`config.mk`:
```
export PLATFORM = sky130hd
export DESIGN_NAME = hazard_forward_ctrl
export DESIGN_NICKNAME = d
export VERILOG_FILES = /design/src/rtl/hazard_forward_ctrl.sv
export SDC_FILE = /design/constraint.sdc
export NUM_CORES = 1
export LEC_CHECK = 0
export BUFFER_PORTS_ARGS = -buffer_cell sky130_fd_sc_hd__buf_4
export CORE_MARGIN = 5
export CORE_UTILIZATION = 44
export DETAILED_ROUTE_END_ITERATION = 10
export GPL_TIMING_DRIVEN = 0
export PLACE_DENSITY = 0.87
export SYNTH_ARGS = -nofsm -noshare
export SYNTH_HDL_FRONTEND = slang
export SYNTH_SLANG_ARGS = --single-unit
export TNS_END_PERCENT = 1
```
`constraint.sdc`:
```
create_clock -name clk -period 1.7 [get_ports clk]
set_input_delay 0.255 -clock clk [delete_from_list [all_inputs] [get_ports clk]]
set_output_delay 0.255 -clock clk [all_outputs]
set_load 0.02 [all_outputs]
```
`src/rtl/hazard_forward_ctrl.sv`:
```
// Hazard/forwarding controller: EX/MEM/WB dest records, one-hot forward selects,
// load-use stall, branch flush, freeze. Perf counters gated by HAZARD_PERF_CNT_EN.
module hazard_forward_ctrl #(
    parameter int DATA_WIDTH     = 32,
    parameter int REG_ADDR_WIDTH = 5
) (
    input  logic                      clk,
    input  logic                      rst,
    input  logic                      instr_valid_ID,
    input  logic [REG_ADDR_WIDTH-1:0] rs1_ID,
    input  logic [REG_ADDR_WIDTH-1:0] rs2_ID,
    input  logic                      rs1_used_ID,
    input  logic                      rs2_used_ID,
    input  logic [REG_ADDR_WIDTH-1:0] rd_ID,
    input  logic                      reg_write_ID,
    input  logic                      is_load_ID,
    input  logic                      branch_taken_EX,
    input  logic                      mem_busy,
    output logic [2:0]                forward_detect_EX_rs1,
    output logic [2:0]                forward_detect_EX_rs2,
    output logic                      stall_IF,
    output logic                      stall_ID,
    output logic                      flush_ID,
    output logic                      bubble_EX,
    output logic                      freeze,
    output logic [DATA_WIDTH-1:0]     stall_cycles,
    output logic [DATA_WIDTH-1:0]     flush_cycles
);

    localparam int FORWARD_NONE             = 0;
    localparam int FORWARD_COLLISION_IN_MEM = 1;
    localparam int FORWARD_COLLISION_IN_WB  = 2;

    typedef struct packed {
        logic                      valid;
        logic [REG_ADDR_WIDTH-1:0] rd;
        logic                      reg_write;
        logic                      is_load;
    } rec_t;

    // WB never consults is_load, so it is not carried past MEM
    typedef struct packed {
        logic                      valid;
        logic [REG_ADDR_WIDTH-1:0] rd;
        logic                      reg_write;
    } wb_rec_t;

    typedef struct packed {
        logic [REG_ADDR_WIDTH-1:0] rs1;
        logic [REG_ADDR_WIDTH-1:0] rs2;
        logic                      rs1_used;
        logic                      rs2_used;
    } src_t;

    rec_t    ex_q, ex_d;
    rec_t    mem_q, mem_d;
    wb_rec_t wb_q, wb_d;
    src_t    src_q, src_d;

    logic load_use;
    logic hit1, hit2;

    always_comb begin
        hit1 = rs1_used_ID && (rs1_ID == ex_q.rd);
        hit2 = rs2_used_ID && (rs2_ID == ex_q.rd);
        load_use = ex_q.valid && ex_q.is_load && ex_q.reg_write
                   && (ex_q.rd != '0) && (hit1 || hit2)
                   && instr_valid_ID;
    end

    // Priority: freeze > branch flush > load-use stall
    always_comb begin
        freeze    = mem_busy;
        flush_ID  = branch_taken_EX && !mem_busy;
        stall_ID  = load_use && !branch_taken_EX && !mem_busy;
        stall_IF  = stall_ID;
        bubble_EX = flush_ID || stall_ID;
    end

    function automatic logic [2:0] fwd_sel(
        input logic                      used,
        input logic [REG_ADDR_WIDTH-1:0] rs,
        input rec_t                      mem,
        input wb_rec_t                   wb
    );
        logic [2:0] sel;
        sel = '0;
        if (used && rs != '0 && mem.valid && mem.reg_write
            && !mem.is_load && mem.rd == rs) begin
            sel[FORWARD_COLLISION_IN_MEM] = 1'b1;
        end else if (used && rs != '0 && wb.valid
                     && wb.reg_write && wb.rd == rs) begin
            sel[FORWARD_COLLISION_IN_WB] = 1'b1;
        end else begin
            sel[FORWARD_NONE] = 1'b1;
        end
        return sel;
    endfunction

    always_comb begin
        forward_detect_EX_rs1 = fwd_sel(src_q.rs1_used, src_q.rs1,
                                        mem_q, wb_q);
        forward_detect_EX_rs2 = fwd_sel(src_q.rs2_used, src_q.rs2,
                                        mem_q, wb_q);
    end

    always_comb begin
        ex_d  = ex_q;
        mem_d = mem_q;
        wb_d  = wb_q;
        src_d = src_q;
        if (!mem_busy) begin
            wb_d.valid     = mem_q.valid;
            wb_d.rd        = mem_q.rd;
            wb_d.reg_write = mem_q.reg_write;
            mem_d          = ex_q;
            if (branch_taken_EX || load_use) begin
                ex_d  = '0;
                src_d = '0;
            end else begin
                ex_d.valid     = instr_valid_ID;
                ex_d.rd        = rd_ID;
                ex_d.reg_write = reg_write_ID;
                ex_d.is_load   = is_load_ID;
                src_d.rs1      = rs1_ID;
                src_d.rs2      = rs2_ID;
                src_d.rs1_used = rs1_used_ID;
                src_d.rs2_used = rs2_used_ID;
            end
        end
    end

    always_ff @(posedge clk) begin
        if (rst) begin
            ex_q  <= '0;
            mem_q <= '0;
            wb_q  <= '0;
            src_q <= '0;
        end else begin
            ex_q  <= ex_d;
            mem_q <= mem_d;
            wb_q  <= wb_d;
            src_q <= src_d;
        end
    end

`ifdef HAZARD_PERF_CNT_EN
    logic [DATA_WIDTH-1:0] stall_cnt_q, stall_cnt_d;
    logic [DATA_WIDTH-1:0] flush_cnt_q, flush_cnt_d;

    // stall_ID/flush_ID are already 0 under freeze, so counters hold then
    always_comb begin
        stall_cnt_d = stall_cnt_q;
        flush_cnt_d = flush_cnt_q;
        if (stall_ID) stall_cnt_d = stall_cnt_q + DATA_WIDTH'(1);
        if (flush_ID) flush_cnt_d = flush_cnt_q + DATA_WIDTH'(1);
    end

    always_ff @(posedge clk) begin
        if (rst) begin
            stall_cnt_q <= '0;
            flush_cnt_q <= '0;
        end else begin
            stall_cnt_q <= stall_cnt_d;
            flush_cnt_q <= flush_cnt_d;
        end
    end

    assign stall_cycles = stall_cnt_q;
    assign flush_cycles = flush_cnt_q;
`else
    assign stall_cycles = '0;
    assign flush_cycles = '0;
`endif

endmodule

```
# Word-level counts from Yosys, hierarchy flattened
# Index checks and enable logic that the tools add are counted.
[totals] ff_bits=35 out_inout_bits=75 in_bits=24
[op_classes] n_reduce_logical=35 muxes=12 n_eq_ne=6
[op_table] cell="$eq A5 B5 Y1" count=6
[op_table] cell="$logic_and A1 B1 Y1" count=26
[op_table] cell="$reduce_bool A5 Y1" count=3
[op_table] cell="$mux W12" count=1
[op_table] cell="$mux W1" count=10
[op_table] cell="$mux W8" count=1
[op_table] cell="$logic_not A1 Y1" count=3
[op_table] cell="$logic_or A1 B1 Y1" count=3

# Depth between registers and ports, before layout
# Gate-level depths: netlist (run 1).
[logic_depth] ltp_word=8 ltp_mapped=5 depth_no_buf=4

# Worst setup path before layout (run 1)
# OpenSTA, ideal clock, no wires.
[synth_timing] kind="register to output" from="reg src_q[3] (netlist bit)" to="out forward_detect_EX_rs2[0]" stages_incl_launch_ff=5 setup_slack_ns=-0.072 t_arrival_ns=1.517 required_ns=1.445 path_cell_list="dfxtp_1 > or4_1 > o21ai_0 > nor3_1 > nor2_1"
[synth_between] elab_chain_len=7 elab_cells_between_ends=13 classes_between="eq/ne (2); mux (2); reduce/logical (9)"
[synth_lines] item="start, declared" line_no="58" text="src_t src_q, src_d;"
[synth_lines] item="start signal, assigned" line_no="143" text="src_q <= src_d;"
[synth_lines] item="$reduce_bool A5 Y1" line_no="88, 91"
[synth_lines] item="$logic_and A1 B1 Y1" line_no="88, 91"
[synth_lines] item="$logic_and A1 B1 Y1 (on tied branches)" line_no="91, 88"
[synth_lines] item="$logic_and A1 B1 Y1 (on tied branches)" line_no="92, 88"
[synth_lines] item="$logic_and A1 B1 Y1 (on tied branches)" line_no="92, 89"
[synth_lines] item="$mux W1 or $logic_and A1 B1 Y1 (tied branches)" line_no="91, 89"
[synth_lines] item="$mux W1 *" line_no="88" text="if (used && rs != '0 && mem.valid && mem.reg_write"
[synth_lines] item="end, declared" line_no="20" text="output logic [2:0] forward_detect_EX_rs2,"
# Every way passes the cells marked *; elsewhere a longest branch is shown, timed or not.

# Worst setup path after layout (run 1)
[layout_timing] from="reg ex_q[3] (netlist bit)" to="out stall_IF"
[layout_between] elab_chain_len=7 elab_cells_between_ends=11 classes_between="eq/ne (2); reduce/logical (9)"
[layout_lines] item="start, declared" line_no="55" text="rec_t ex_q, ex_d;"
[layout_lines] item="start signal, assigned" line_no="135" text="ex_q <= '0;"
[layout_lines] item="start signal, assigned" line_no="140" text="ex_q <= ex_d;"
[layout_lines] item="$eq A5 B5 Y1 (on tied branches)" line_no="64, 65"
[layout_lines] item="$logic_and A1 B1 Y1 (on tied branches)" line_no="64, 65"
[layout_lines] item="$logic_or A1 B1 Y1" line_no="67" text="&& (ex_q.rd != '0) && (hit1 || hit2)"
[layout_lines] item="$logic_and A1 B1 Y1 *" line_no="67"
[layout_lines] item="$logic_and A1 B1 Y1 *" line_no="68" text="&& instr_valid_ID;"
[layout_lines] item="$logic_and A1 B1 Y1 * (2 in a row)" line_no="75" text="stall_ID = load_use && !branch_taken_EX && !mem_busy;"
[layout_lines] item="end, declared" line_no="21" text="output logic stall_IF,"
# Marks and branches as above.

==> impl_metrics.tcl, run 1 <==
set metrics [dict create \
    core-area_um2 5410 \
    synth_edf_count 0 \
    skew_ns 0.00439 \
    synthTopCellsByArea "dfxtp_1 29%, buf_4 21%, xnor2_1 10%" \
    seq_area_um2 717 \
    rsz0062_at_grt "yes" \
    num_io_pins 99 \
    timing.hold.ws_ns 0.318 \
    crit_top_cell "buf_6" \
    wire_per_inst_um 14.1 \
    regToRegSetupSlack_ns -0.06 \
    outcome "finished with violations" \
    final.setup.worst_slack_ns -0.375 \
    die_y_um 84.0 \
    syn-cell-area_um2 2410 \
    dieArea_um2 7060 \
    cts_max_level 2 \
    num_vias 2105 \
    critPathKind "flip-flop to primary output" \
    path_max_fanout 3 \
    grt_max_degree 12 \
    n_antenna_cell 0 \
    first_pass_iters 4 \
    violations "setup timing" \
    crit_end "stall_IF" \
    synth.area.mux_share_pct 5.81 \
    numCtsBuffers 5 \
    n_fill_cell 464 \
    synthAdderAreaFrac_pct 0 \
    crit_chain "or4_4, nor2_4, nor3_4, and3b_2, buf_6, buf_6" \
    setup_violations 19 \
    powerDensity_nw_per_um2 612 \
    cts_tree "built" \
    synthesis.instances 265 \
    start_util_pct 44.6 \
    crit_start "ex_q[3]$_SDFFE_PP0N_" \
    multi_input_comb_area_um2 1450 \
    syn_area_per_cell_um2 9.10 \
    ys_types 33 \
    track_usage_pct 17.2 \
    drt_first_iter_violations 116 \
    path_clk_slew_ns 0.07 \
    synth_commonest_cells "66 x buf_4, 35 x dfxtp_1, 28 x xnor2_1, 19 x a211oi_2, 17 x nor2_1" \
    vdd_ir_drop_max_mv 0.622 \
    ys_ff_latch 35 \
    synth-xor-area-share_pct 10.9 \
    maxSlewHeadroom_pct 51.6 \
    worstReg2RegEnd "src_q[2]$_SDFFE_PP0N_" \
    async_flop_share_pct 0 \
    die_width_um 84.0 \
    reg2reg_depth 7 \
    cellLeakagePower_nw 1.49 \
    worstSkewPairLatency_ns 0.29 \
    cp.arrival_ns 1.82 \
    critPathRequiredTime_ns 1.44 \
    synthSimpleGateAreaFrac_pct 13.4 \
    grt_pass1_wl_mm 9.87 \
    grt_antenna_before_repair 0 \
    yosysTopAreaCell "dfxtp_1" \
    slowest_stage "or4_4" \
    max_stage_delay_ns 0.54 \
    area_growth_pct 35.8 \
    drv_slew 0 \
    synth_ff_type "dfxtp_1" \
    place_ws_ns -0.229 \
    hpwlAfterDp_mm 4.47 \
    grt_overflow 0 \
    gp_congestion 0.941 \
    finalHoldViolCount 0 \
    via_per_inst 4.67 \
    grt_pass1_vias 2021 \
    rows 27 \
    ys_seq_area_share_pct 29.0 \
    cts_max_path_buffers 2 \
    ctsHoldBuffers 0 \
    cts-root-buf "clkbuf_8" \
    ant_nets 0 \
    start_kind "flip-flop" \
    finalNetCount 402 \
    period_needed_ns 2.08 \
    route.detailed.drc 0 \
    placement.io_buffers 31 \
    wl_mm 6.37 \
    fmax_mhz 482 \
    regToRegStartpoint "ex_q[3]$_SDFFE_PP0N_" \
    yosys_warnings 0 \
    cap_violations 0 \
    drive_above_1_share_pct 43.8 \
    synth_compound_area_share_pct 16.9 \
    end_kind "primary output" \
    post-synth-top-count-cell "buf_4" \
    post-route-period-util_pct 122 \
    cts_sinks 35 \
    synth_top_area_share_pct 29.0 \
    fin_util_pct 60.6 \
    hp-class "input port to flip-flop" \
    synth_top_family_by_area "buffers and inverters" \
    tightest_slew_ns 0.726 \
]
==> sequential cells by signal, indices dropped and copies added (netlist names) <==
register	count
ex_q	8
mem_q	8
src_q	12
wb_q	7
==> logic make-up (layout without fill, tap and decap cells) <==
| family | after synthesis | after routing |
|---|---|---|
| other | 1 | 64 |
| AO/OA/AOI/OAI | 47 | 47 |
| buffers and inverters | 82 | 133 |
| multiplexers | 14 | 14 |
| flip-flops | 35 | 35 |
| AND/OR/NAND/NOR | 56 | 56 |
| XOR/XNOR | 30 | 30 |
==> critical path: cells and delay by family (launching register included) <==
kind / cells / cell delay, ns
buffers and inverters: 2 / 0.23
AND/OR/NAND/NOR: 4 / 0.94
flip-flops: 1 / 0.34
==> timing repair <==
item | 4_1_cts | 5_1_grt
pin swaps | 6 | 8
setup endpoints to repair | 9 | 29
setup buffers | 7 | 5
gates resized for setup | 24 | 14
==> layout by cell type, fill, tap and decap left out, types with 3 or more instances in the layout <==
| cell type | n |
|---|---|
| clkbuf_8 | 5 |
| clkbuf_1 | 9 |
| nand2_1 | 5 |
| nor3b_1 | 13 |
| buf_2 | 3 |
| dfxtp_2 | 7 |
| a22oi_1 | 7 |
| buf_6 | 6 |
| conb_1 | 64 |
| a211oi_2 | 19 |
| a21oi_1 | 14 |
| dfxtp_1 | 26 |
| nor2_1 | 16 |
| nand4_1 | 6 |
| mux2i_1 | 14 |
| xnor2_1 | 26 |
| buf_4 | 104 |
==> final cells by class <==
type | instances | share of cell area (%)
multi-input cells | 211 | 44.2
flip-flops and latches | 35 | 21.9
plain buffers | 82 | 18.3
repair buffers | 43 | 10.3
well taps | 72 | 2.75
clock buffers | 6 | 2.21
clock inverters | 2 | 0.382
==> power breakdown <==
group	leakage, nW	switching, W	internal, W
clock network	0.0412	0.000309	0.000286
registers	0.289	0.0000322	0.000843
logic	1.16	0.000297	0.000240
total	1.49	0.000638	0.00137
==> worst min path at each step <==
stage	from	to	cells past startpoint
6_report	rd_ID[0]	ex_q[2]$_SDFFE_PP0N_	3
4_1_cts	rd_ID[0]	ex_q[2]$_SDFFE_PP0N_	3
2_1_floorplan	mem_q[0]$_SDFFE_PP0N_	mem_q[0]$_SDFFE_PP0N_	2
5_1_grt	rd_ID[4]	ex_q[6]$_SDFFE_PP0N_	3
3_3_place_gp	mem_q[0]$_SDFFE_PP0N_	mem_q[0]$_SDFFE_PP0N_	2
3_5_place_dp	mem_q[0]$_SDFFE_PP0N_	mem_q[0]$_SDFFE_PP0N_	2
==> stage by stage <==
stage / TNS [ns] / std cells / area [µm²] / total power [W]
6_report: -2.79 / 451 / 3280 / 0.00201
5_1_grt: -3.77 / 451 / 3280 / 0.00210
4_1_cts: -2.34 / 446 / 3180 / 0.00198
3_5_place_dp: -0.557 / 431 / 2970 / 0.00138
3_3_place_gp: -0.407 / 431 / 2970 / 0.00137
2_1_floorplan: -0.0717 / 328 / 2650 / 0.00129
==> routing by layer <==
metal	up-vias	global-route usage, %	wire length [µm]	share of wire [%]
met5	-	0	0	0
li1	1008	-	-	-
met4	0	9.94	162	2.5
met2	105	27.8	3200	50
met3	16	6.32	533	8.4
met1	976	19.2	2470	39
Note: power is estimated with default switching activity, not from simulation.
==> run 2, diff against run 1 <==
ABC_AREA = 1   (was unset)
CTS_BUF_LIST = sky130_fd_sc_hd__clkbuf_4 sky130_fd_sc_hd__clkbuf_8 sky130_fd_sc_hd__clkbuf_16   (was unset)
==> impl_metrics.tcl, run 2 <==
set metrics [dict create \
    syn-cell-area_um2 2460 \
    synth_edf_count 0 \
    grt_max_degree 11 \
    p_sw_share_pct 32.2 \
    hold_start "rd_ID[3]" \
    ctsHoldBuffers 0 \
    num_vias 2414 \
    synthesis.instances 365 \
    hpwlAfterDp_mm 4.93 \
    path_max_fanout 4 \
    fin_util_pct 59.6 \
    track_usage_pct 16.2 \
    final_common_cell "buf_4" \
    numCtsBuffers 5 \
    finalHoldViolCount 0 \
    power_frac_comb_pct 29.5 \
    ant_nets 0 \
    numPlacedInstances 534 \
    synth_top_area_share_pct 28.4 \
    syn_area_per_cell_um2 6.75 \
    grt_overflow 0 \
    rsz0062_at_grt "yes" \
    num_io_pins 99 \
    hp-class "input port to flip-flop" \
    drt_first_iter_violations 119 \
    grt_antenna_before_repair 0 \
    reg2reg_depth 11 \
    synth_commonest_cells "67 x nand2_1, 66 x buf_4, 47 x nor2_1, 35 x dfxtp_1, 31 x inv_1" \
    power_frac_clock_pct 27.5 \
    final.setup.worst_slack_ns -0.0512 \
    n_antenna_cell 0 \
    ys_ff_latch 35 \
    cts_max_level 2 \
    drive_above_1_share_pct 37.1 \
    route.detailed.drc 0 \
    synthTopCellsByArea "dfxtp_1 28%, buf_4 20%, nand2_1 10%" \
    cts-root-buf "clkbuf_8" \
    cellLeakagePower_nw 1.71 \
    async_flop_share_pct 0 \
    reg_top3 "src_q: 12 flops, ex_q: 8 flops, mem_q: 8 flops" \
    power_frac_seq_pct 43.1 \
    first_pass_iters 4 \
    stdcell_area_um2 3260 \
    rows 27 \
    cts_max_path_buffers 2 \
    ys_seq_area_share_pct 28.4 \
    post-route-period-util_pct 103 \
    yosysTopAreaCell "dfxtp_1" \
    synth_ff_type "dfxtp_1" \
    fmax_mhz 571 \
    area_growth_pct 32.3 \
    power_w 0.00216 \
    regToRegStartpoint "ex_q[5]$_SDFFE_PP0N_" \
    end_kind "primary output" \
    period_needed_ns 1.75 \
    skew_ns 0.00377 \
    cts_tree "built" \
    cp.arrival_ns 1.50 \
    placement.io_buffers 34 \
    dieArea_um2 7200 \
    crit_start "ex_q[5]$_SDFFE_PP0N_" \
    setup_violations 3 \
    top_register "src_q" \
    whs_endpoint "ex_q[5]$_SDFFE_PP0N_" \
    ys_types 29 \
    largest_register_ffs 12 \
    path_clk_slew_ns 0.07 \
    wl_mm 6.09 \
    gp_congestion 0.895 \
    via_per_inst 4.44 \
    core-area_um2 5470 \
    p_switching_w 0.000694 \
    outcome "finished with violations" \
    drv_slew 0 \
    violations "setup timing" \
    die_width_um 84.8 \
    finalNetCount 496 \
    die_y_um 84.8 \
    grt_pass1_vias 2172 \
    powerDensity_nw_per_um2 661 \
    vdd_ir_drop_max_mv 0.631 \
    start_util_pct 45.0 \
    yosys_warnings 0 \
    layout_common_cells "100 x buf_4, 64 x conb_1, 62 x nand2_1, 42 x nor2_1, 23 x inv_1" \
    worstReg2RegEnd "src_q[10]$_SDFFE_PP0N_" \
    post-synth-top-count-cell "nand2_1" \
    dpl-instance-area_um2 3050 \
    stdcell_count 544 \
    grt_pass1_wl_mm 9.74 \
    critPathRequiredTime_ns 1.44 \
    start_kind "flip-flop" \
    internal-power_w 0.00146 \
    cap_violations 0 \
    regToRegSetupSlack_ns 0.23 \
    cts_sinks 35 \
    worstSkewPairLatency_ns 0.28 \
    hold_depth 3 \
    critPathKind "flip-flop to primary output" \
    wire_per_inst_um 11.2 \
]
## run 2: through the flow
| stage | worst slack, ns | hold WS [ns] | setup TNS [ns] |
|---|---|---|---|
| after detailed placement | 0.155 | 0.469 | 0 |
| after CTS | -0.0650 | 0.234 | -0.113 |
| final | -0.0512 | 0.237 | -0.121 |
| after global routing | -0.139 | 0.245 | -0.815 |
| after floorplan | 0.119 | 0.436 | 0 |
| after global placement | 0.160 | 0.454 | 0 |
## run 2: metal layers
layer,wire [µm],up-vias,track usage [%],part of all wire [%]
met5,0,-,0,0
met4,57,0,5.47,0.94
met3,605,8,4.47,9.9
met2,2890,111,27.0,47
met1,2540,1051,20.2,42
li1,-,1244,-,-
## run 2: final cells by class
class | count | area (µm²)
Sequential cell | 35 | 733
Multi-Input combinational cell | 279 | 1350
Clock inverter | 1 | 5.00
Tap cell | 72 | 90.1
Buffer | 78 | 573
Timing Repair Buffer | 37 | 289
Fill cell | 540 | 2210
Clock buffer | 6 | 82.6
Inverter | 36 | 138
## run 2: power by group through the flow
stage | clock network, W | logic, W | registers, W
finish | 0.000593 | 0.000635 | 0.000928
global route | 0.000645 | 0.000696 | 0.000934
CTS | 0.000608 | 0.000608 | 0.000924
detailed placement | 0 | 0.000600 | 0.000939
global placement | 0 | 0.000592 | 0.000938
floorplan | 0 | 0.000487 | 0.000924
## run 2: critical path: stages (launching register included)
cell and delay [ns]:
dfxtp_4 0.37, inv_4 0.08, nand4_1 0.12, o21ai_1 0.14, inv_1 0.06, nand2_2 0.12, nand2_4 0.08, buf_12 0.13
buf_8 0.12
## run 2: kinds of logic after synthesis
logic type	Yosys count	share of synthesized area, %
and+or+nand+nor	154	27.2
buffers and inverters	114	28.6
AOI/OAI and AO/OA	55	13.5
DFF	35	28.4
xor gates and xnor gates	6	2.13
other	1	0.152
## run 2: worst max-delay path by stage
stage,slack (ns),to
after floorplan,0.12,stall_IF
after global placement,0.16,bubble_EX
after detailed placement,0.15,bubble_EX
after CTS,-0.07,stall_IF
after global routing,-0.14,bubble_EX
final,-0.05,bubble_EX
## run 2: timing repair
action	4_1_cts	5_1_grt
setup endpoints to repair	8	9
pin swaps	3	17
resized for setup	20	31
setup buffers	1	2
